File: src/rtl/lsu_pkg.sv
// Shared definitions for the load/store unit: state encoding, default memory
// size and the request-rejection check.
package lsu_pkg;

  typedef enum logic [2:0] {
    ST_IDLE   = 3'd0,
    ST_RD     = 3'd1,
    ST_WR     = 3'd2,
    ST_RMW_RD = 3'd3,
    ST_RMW_WR = 3'd4,
    ST_DONE   = 3'd5,
    ST_FAULT  = 3'd6
  } lsu_state_e;

  localparam int LSU_MEM_BYTES = 64;

  // A request is rejected when a word access is misaligned, when the first
  // byte lies outside memory, or when the access also touches addr+1 (word
  // accesses, and byte stores via their read-modify-write) and that byte
  // lies outside memory. Arithmetic is 17 bits so addr=16'hFFFF cannot wrap.
  function automatic logic lsu_is_fault(input logic [15:0]  addr,
                                        input logic         we,
                                        input logic         byte_op,
                                        input int unsigned  mem_bytes);
    logic [16:0] a_ext;
    logic [16:0] a_next;
    logic [16:0] lim;
    a_ext  = {1'b0, addr};
    a_next = a_ext + 17'd1;
    lim    = 17'(mem_bytes);
    lsu_is_fault = (!byte_op && addr[0])
                 || (a_ext >= lim)
                 || ((!byte_op || we) && (a_next >= lim));
  endfunction

endpackage

File: src/rtl/load_store_unit.sv
// Load/store unit between a requester and a 16-bit little-endian data memory.
// Byte stores are done as a word read-modify-write so the neighbouring byte
// at addr+1 is written back unchanged.
//
//   state     | meaning
//   ----------+------------------------------------------------------------
//   IDLE      | waiting for req; request fields latched on acceptance
//   RD        | load read issued; MemData captured into rdata at next edge
//   WR        | word store write issued
//   RMW_RD    | byte store: read the surrounding word into the merge reg
//   RMW_WR    | byte store: write {merge[15:8], wdata[7:0]}
//   DONE      | one-cycle completion pulse
//   FAULT     | one-cycle completion pulse with fault, no memory access
module load_store_unit
  import lsu_pkg::*;
#(
  parameter int MEM_BYTES = LSU_MEM_BYTES
) (
  input  logic        Clk,
  input  logic        Rst_n,
  input  logic        req,
  input  logic        we,
  input  logic        byte_op,
  input  logic        sign_ext,
  input  logic [15:0] addr,
  input  logic [15:0] wdata,
  output logic        busy,
  output logic        done,
  output logic        fault,
  output logic [15:0] rdata,
  output logic [15:0] MemAddress,
  output logic        MemRead,
  output logic        MemWrite,
  output logic        CTRLBW,
  output logic        CTRLM,
  output logic [15:0] MemWriteData,
  input  logic [15:0] MemData
);

  lsu_state_e  state_q, state_d;
  logic        accept;

  logic [15:0] addr_q;
  logic [15:0] wdata_q;
  logic        byte_q;
  logic        sext_q;
  logic [15:0] rdata_q;
  logic [7:0]  merge_hi_q;

  // State register; reset aborts any in-flight access.
  always_ff @(posedge Clk or negedge Rst_n) begin
    if (!Rst_n) state_q <= ST_IDLE;
    else        state_q <= state_d;
  end

  // Next-state logic; req is only looked at in IDLE.
  always_comb begin
    state_d = state_q;
    accept  = 1'b0;
    case (state_q)
      ST_IDLE: begin
        if (req) begin
          accept = 1'b1;
          if (lsu_is_fault(addr, we, byte_op, MEM_BYTES)) state_d = ST_FAULT;
          else if (!we)                                    state_d = ST_RD;
          else if (!byte_op)                               state_d = ST_WR;
          else                                             state_d = ST_RMW_RD;
        end
      end
      ST_RD:     state_d = ST_DONE;
      ST_WR:     state_d = ST_DONE;
      ST_RMW_RD: state_d = ST_RMW_WR;
      ST_RMW_WR: state_d = ST_DONE;
      ST_DONE:   state_d = ST_IDLE;
      ST_FAULT:  state_d = ST_IDLE;
      default:   state_d = ST_IDLE;
    endcase
  end

  // Request latch, load result and merge byte.
  always_ff @(posedge Clk or negedge Rst_n) begin
    if (!Rst_n) begin
      addr_q     <= 16'h0000;
      wdata_q    <= 16'h0000;
      byte_q     <= 1'b0;
      sext_q     <= 1'b0;
      rdata_q    <= 16'h0000;
      merge_hi_q <= 8'h00;
    end else begin
      if (accept) begin
        addr_q  <= addr;
        wdata_q <= wdata;
        byte_q  <= byte_op;
        sext_q  <= sign_ext;
      end
      if (state_q == ST_RD)     rdata_q    <= MemData;
      if (state_q == ST_RMW_RD) merge_hi_q <= MemData[15:8];
    end
  end

  // Status and memory-side outputs decode registers only, so nothing on the
  // memory bus depends combinationally on the requester's inputs.
  assign busy         = (state_q != ST_IDLE);
  assign done         = (state_q == ST_DONE) || (state_q == ST_FAULT);
  assign fault        = (state_q == ST_FAULT);
  assign rdata        = rdata_q;
  assign MemAddress   = addr_q;
  assign MemRead      = (state_q == ST_RD) || (state_q == ST_RMW_RD);
  assign MemWrite     = (state_q == ST_WR) || (state_q == ST_RMW_WR);
  assign CTRLBW       = (state_q == ST_RD) && byte_q;
  assign CTRLM        = (state_q == ST_RD) && byte_q && sext_q;
  assign MemWriteData = (state_q == ST_WR)     ? wdata_q :
                        (state_q == ST_RMW_WR) ? {merge_hi_q, wdata_q[7:0]} :
                                                 16'h0000;

endmodule

File: config.mk
export PLATFORM = sky130hd
export DESIGN_NAME = load_store_unit
export DESIGN_NICKNAME = d
export VERILOG_FILES = /design/src/rtl/lsu_pkg.sv /design/src/rtl/load_store_unit.sv
export SDC_FILE = /design/constraint.sdc
export NUM_CORES = 1
export LEC_CHECK = 0
export CAP_MARGIN = 0
export CORE_MARGIN = 4
export CORE_UTILIZATION = 60
export DETAILED_ROUTE_END_ITERATION = 8
export DONT_BUFFER_PORTS = 1
export PLACE_DENSITY = 0.79
export SLEW_MARGIN = 30
export SYNTH_ARGS = -nofsm -noshare
export SYNTH_HDL_FRONTEND = slang
export SYNTH_SLANG_ARGS = --single-unit
File: constraint.sdc
create_clock -name Clk -period 2.7 [get_ports Clk]
set_clock_uncertainty 0.2 [all_clocks]
set_input_delay 0.135 -clock Clk [delete_from_list [all_inputs] [get_ports Clk]]
set_output_delay 0.135 -clock Clk [all_outputs]
set_load 0.005 [all_outputs]
---- Word-level counts from Yosys, hierarchy flattened ----
Cells that the tools add are included.
W data, S select, Z words.
word-level totals
  memory bits (read-only) ................. 0
  memories kept ........................... 0
  output and inout port bits .............. 55
  bits in writable memories ............... 0
  bits in registers ....................... 61
  bits of input ports ..................... 54
  latch bits .............................. 0
operators by class
  bitwise logic cells ..................... 0
  multiply operators ...................... 0
  mux-type cells .......................... 9
  div/mod/pow operators ................... 0
  reduce and logical (&&, ||, !) cells .... 14
  $lt $le $gt $ge ......................... 2
  shifts and indexed selects .............. 0
  add/sub/neg operators ................... 1
  equal/unequal tests ..................... 7
operator list
  operator                 number
  $mux W16                 2
  $add A16 B1 Y17 const B  1
  $ge A17 B7 Y1 const B    1
  $ge A16 B7 Y1 const B    1
  $eq A3 B3 Y1 const B     3
  $pmux W3 S3              1
  $eq A3 B2 Y1 const B     2
  $logic_or A1 B1 Y1       6
  $mux W3                  2
  $logic_and A1 B1 Y1      4
  $eq A3 B1 Y1 const B     1
  $logic_not A3 Y1         1
  $mux W1                  3
  $reduce_bool A3 Y1       1
  $reduce_or A3 Y1         1
  $mux W2                  1
  $ne A2 B2 Y1 const B     1
  $logic_not A1 Y1         1

---- Depth between registers and ports, before layout ----
  word-level depth ........................ 7
  mapped depth ............................ 6
  mapped depth without buffers ............ 4

---- Worst setup path before layout ----
OpenSTA, ideal clock, no wires.
  path type ............................... reg2reg
  from .................................... reg state_q[1]
  to ...................................... reg addr_q[0] (netlist: MemAddress[0])
  path buffers ............................ 2
  setup time .............................. 125 ps
  period minus slack after synthesis ...... 1879 ps
  path slack .............................. 821 ps
  arrival ................................. 1553 ps
  stages on the path, launching flop included .. 6
  cell sequence ........................... dfrtp_1 > buf_6 > or3_4 > nor2_8 > buf_12 > mux2_4
on the way
  longest elaborated chain between the ends .. 2
ends and longest elaborated chain
  item                    RTL line               source
  from (decl)             load_store_unit.sv:40  lsu_state_e state_q, state_d;
  from (signal assigned)  load_store_unit.sv:53  else state_q <= state_d;
  $logic_not A3 Y1        load_store_unit.sv:60  case (state_q)
  $mux W1                 load_store_unit.sv:60
  to (signal assigned)    load_store_unit.sv:91  addr_q <= addr;
  to (decl)               load_store_unit.sv:43  logic [15:0] addr_q;
Every way passes these cells.
A chain may end at the register's enable or synchronous reset.

---- Worst setup path in the final report ----
  from .................................... reg state_q[1]
  to ...................................... reg state_q[1]
on the way
  longest elaborated chain between the ends .. 3
  elaborated cells between the ends (all ways) .. 8
  those cells by class .................... eq/ne (5); mux (1); reduce/logical (2)
ends and longest elaborated chain
  item                                        RTL line
  $eq A3 B1 Y1, or another cell as far along  load_store_unit.sv:60
  $reduce_or A3 Y1 (no source line)           -
  $pmux W3 S3                                 load_store_unit.sv:60
Parallel ways exist; a longest one is shown, timed or not.

==> summary.md <==
| Metric | Value |
|---|---|
| Endpoint type of the worst setup path | flip-flop |
| Drt wl/cell | 19.9 microns |
| Register area share after synthesis | around 55% |
| H-tree depth | 3 |
| Final slew viol count | 0 |
| Worst path depth | 5 |
| Post-Synthesis Cells | roughly 190 |
| Critical Path Source Type | flip-flop |
| Core Area | about 4400 sq um |
| TritonCTS clock tree | yes |
| Post-route antenna net violation count | 0 |
| Worst reg2reg path endpoint | state_q[1] |
| CTS root buffer | clkbuf_8 |
| WP data arrival | ~2.4 ns |
| Net count, final | just over 300 |
| Fmax | 429 MHz |
| Fin crit share | 86.3% |
| Flop pwr share | 45.9% |
| Worst setup margin | approximately 0.37 ns |
| Die Ht | approximately 76 microns |
| Sequence of cells on the critical path | or3_4, nor2_8, buf_12, o21a_1, dlygate4sd3_1 |
| Number of synthesized register bits | between 60 and 70 |
| Vias | ~1800 |
| Vias in the first global route | ~2000 |
| Share of total power in the clock network | 17.7% |
| Total wire length | a little over 6 mm |
| Worst r2r path cells | 5 |
| Clk_lat worst skew | 0.33 ns |
| Worst path max stage delay | between 0.5 and 0.6 ns |
| Critical Path End | state_q[1] |
| R2R Path Start | state_q[1] |
| Crit path launch | state_q[1] |
| CTS Hold Buffers Added | 55 |
| Synth Warn # | 0 |
| Sw power | ~0.0012 W |
| Fillers | around 270 |
| Final setup TNS | 0 ns |
| Pin count of the biggest net entering global routing | 62 |
| Standard-cell rows | 24 |
| Clock net sink count | 61 |
| RSZ-0062 raised after global routing | false |
| Dpl ws | approximately 0.65 ns |
| LEAKAGE | about 1.6 nW |
| Hold/Removal Path Class | primary input to flip-flop |
| Num CTS Buffers | 9 |
| Period minus WS final | 2.33 ns |
| R2R setup slack | 0.37 ns |
| Synthesized area | between 2000 and 3000 sq um |
| Peak VDD IR | approximately 0.53 mV |
| I/O Buffers | 0 |
| Power Density | 1070 nW/um^2 |
| # DRC | 0 |
| Chip Width | 76.2 microns |
| Area growth syn-to-layout | 26.5% |
| Initial DRT Pass Iterations | 4 |
| Inserted Diodes | 0 |
| Fin area | between 3000 and 4000 sq um |
| Min Hold Slack | ~0.016 ns |
| Worst slew margin | a little under three quarters |
| First-pass GRT wire length | around 10 mm |
| Max Cap Viol | 0 |
| Area after DPL | between 2000 and 3000 sq um |
| Endpoints failing setup | 0 |
| I/O pin total | ~110 |
| Initial antenna violation count | 0 |
| PostCTS Resize Cnt | 0 |
| Vias per std cell | 5.72 |
| Outcome | completed |
| Sw Ratio | a little under a third |
| Cell family with most CP delay | buffers and inverters |
| Die area | 5810 sq um |
| Initial DRC Count | slightly above 60 |
| Clock transition at path regs | roughly 0.06 ns |
| GR Overflow Total | 0 |
| Starting Density | 62.8% |
| Pint | 0.00258 W |
| Total Routing Usage GR | between 20 and 25% |
| Distinct cells, synth | 31 |
| DP HPWL | 4.07 mm |
| Post-CTS setup buffers | 0 |
| Share of layout cells above drive strength 1 | a little under a third |
| Final hold vios | 0 |
| Crit-path max FO | 32 |
| Least-Margin Pin Slew | roughly 0.42 ns |
| Setup CP Type | flip-flop to flip-flop |
| Required @ worst endpoint | 2.76 ns |
| Logic pwr share | between 30 and 40% |
| Mean post-synth cell area | approximately 15 sq um |
| RePlAce Congestion | approximately 0.76 |
| Synth Net Count | ~250 |
| Total power | between 0.003 and 0.004 W |
| Clock Path Buffers | 2 |
| Crit path buffers/inverters | 2 |
| Critical path's slowest cell | dlygate4sd3_1 |
==> routing by layer <==
| metal | share of wire [%] | global-route usage, % |
|---|---|---|
| met1 | 38 | 24.5 |
| met2 | 51 | 37.7 |
| met3 | 6.5 | 6.26 |
| met4 | 3.8 | 13.0 |
| met5 | 0 | 0 |
==> cell usage after synthesis <==
cell       count  area share (%)
o2111ai_1      1            0.31
o21a_1         1            0.27
mux2_2        30              12
a2bb2oi_1      1            0.31
nand4_1        1            0.22
nor2b_1        4            0.90
buf_6          1            0.40
nand3b_1       1            0.27
and2_1        10             2.2
buf_2          1            0.18
and3_1         1            0.22
nor4_1         2            0.45
buf_12         3             2.2
nand2_1        3            0.40
clkbuf_1       3            0.40
o21ai_2        1            0.31
a41oi_1        1            0.31
a22oi_1        8             2.2
xor2_1         3            0.94
inv_1          3            0.40
and3b_1        1            0.31
dfrtp_1       61              55
nor2_8         1            0.72
or3_4          1            0.40
buf_4          2            0.54
nor2_1        10             1.3
o21ba_2        1            0.36
o21ai_0        4            0.72
mux2_4        28              15
and4_1         2            0.63
nor2b_2        1            0.31
==> placed cells by master (no fill, tap or decap), types with 2 or more instances in the layout <==
cell type	synthesis	final
xor2_1	3	3
buf_4	2	4
nor2_1	10	10
a22oi_1	8	8
inv_1	3	3
mux2_2	30	30
nor4_1	2	2
clkbuf_8	0	10
nand2_1	3	3
dfrtp_1	61	61
and2_1	10	10
dlygate4sd3_1	0	54
clkbuf_1	3	3
nor2b_1	4	4
o21ai_0	4	4
mux2_4	28	28
and4_1	2	2
clkinv_2	0	2
==> kinds of logic (layout without fill, tap and decap cells) <==
| family | Yosys count | after routing | share of synthesized area, % |
|---|---|---|---|
| AOI/OAI and AO/OA | 18 | 18 | 4.75 |
| xor gates and xnor gates | 3 | 3 | 0.941 |
| buffers and inverters | 13 | 78 | 4.08 |
| DFF | 61 | 61 | 54.7 |
| muxes | 58 | 58 | 27.2 |
| and+or+nand+nor | 38 | 38 | 8.42 |
==> worst reg2reg max path, cell delays in order (launching register included) <==
cell           delay [ns]
dfrtp_1              0.47
or3_4                0.47
nor2_8               0.16
buf_12               0.25
o21a_1               0.18
dlygate4sd3_1        0.53
==> state kept, by name, indices dropped and copies added, names as in the netlist <==
register	flops
sext_q	1
merge_hi_q	8
wdata_q	16
MemAddress	16
rdata	16
byte_q	1
state_q	3
==> layout make-up <==
| cell class | instances | area (sq um) | share of cell area (%) |
|---|---|---|---|
| Tap cell | 52 | 65.1 | 1.84 |
| Timing Repair Buffer | 60 | 618 | 17.5 |
| Clock inverter | 2 | 10.0 | 0.283 |
| Clock buffer | 13 | 149 | 4.22 |
| Sequential cell | 61 | 1530 | 43.2 |
| Multi-Input combinational cell | 117 | 1150 | 32.6 |
| Inverter | 3 | 11.3 | 0.319 |
==> worst min-delay path by stage <==
stage	from	end	slack [ns]	cells after the start
2_1_floorplan	Rst_n	MemAddress[0]	-0.36	0
3_3_place_gp	Rst_n	wdata_q[7]	-0.36	0
3_5_place_dp	Rst_n	wdata_q[7]	-0.36	0
4_1_cts	addr[6]	state_q[0]	0.003	4
5_1_grt	req	wdata_q[14]	0.03	3
6_report	addr[6]	state_q[0]	0.02	4
==> metrics by stage <==
stage	std cells	utilization [%]
after global routing	308	79.5
after CTS	308	79.5
after floorplan	191	-
after detailed placement	238	63.1
final	308	79.5
after global placement	238	63.1
==> power by group through the flow <==
stage	sequential (W)	clock [W]	combinational, W
2_1_floorplan	0.00162	0	0.00117
3_3_place_gp	0.00172	0	0.00123
3_5_place_dp	0.00174	0	0.00129
4_1_cts	0.00174	0.000681	0.00138
5_1_grt	0.00180	0.000721	0.00150
6_report	0.00173	0.000667	0.00138
(Power assumes the default switching activity.)
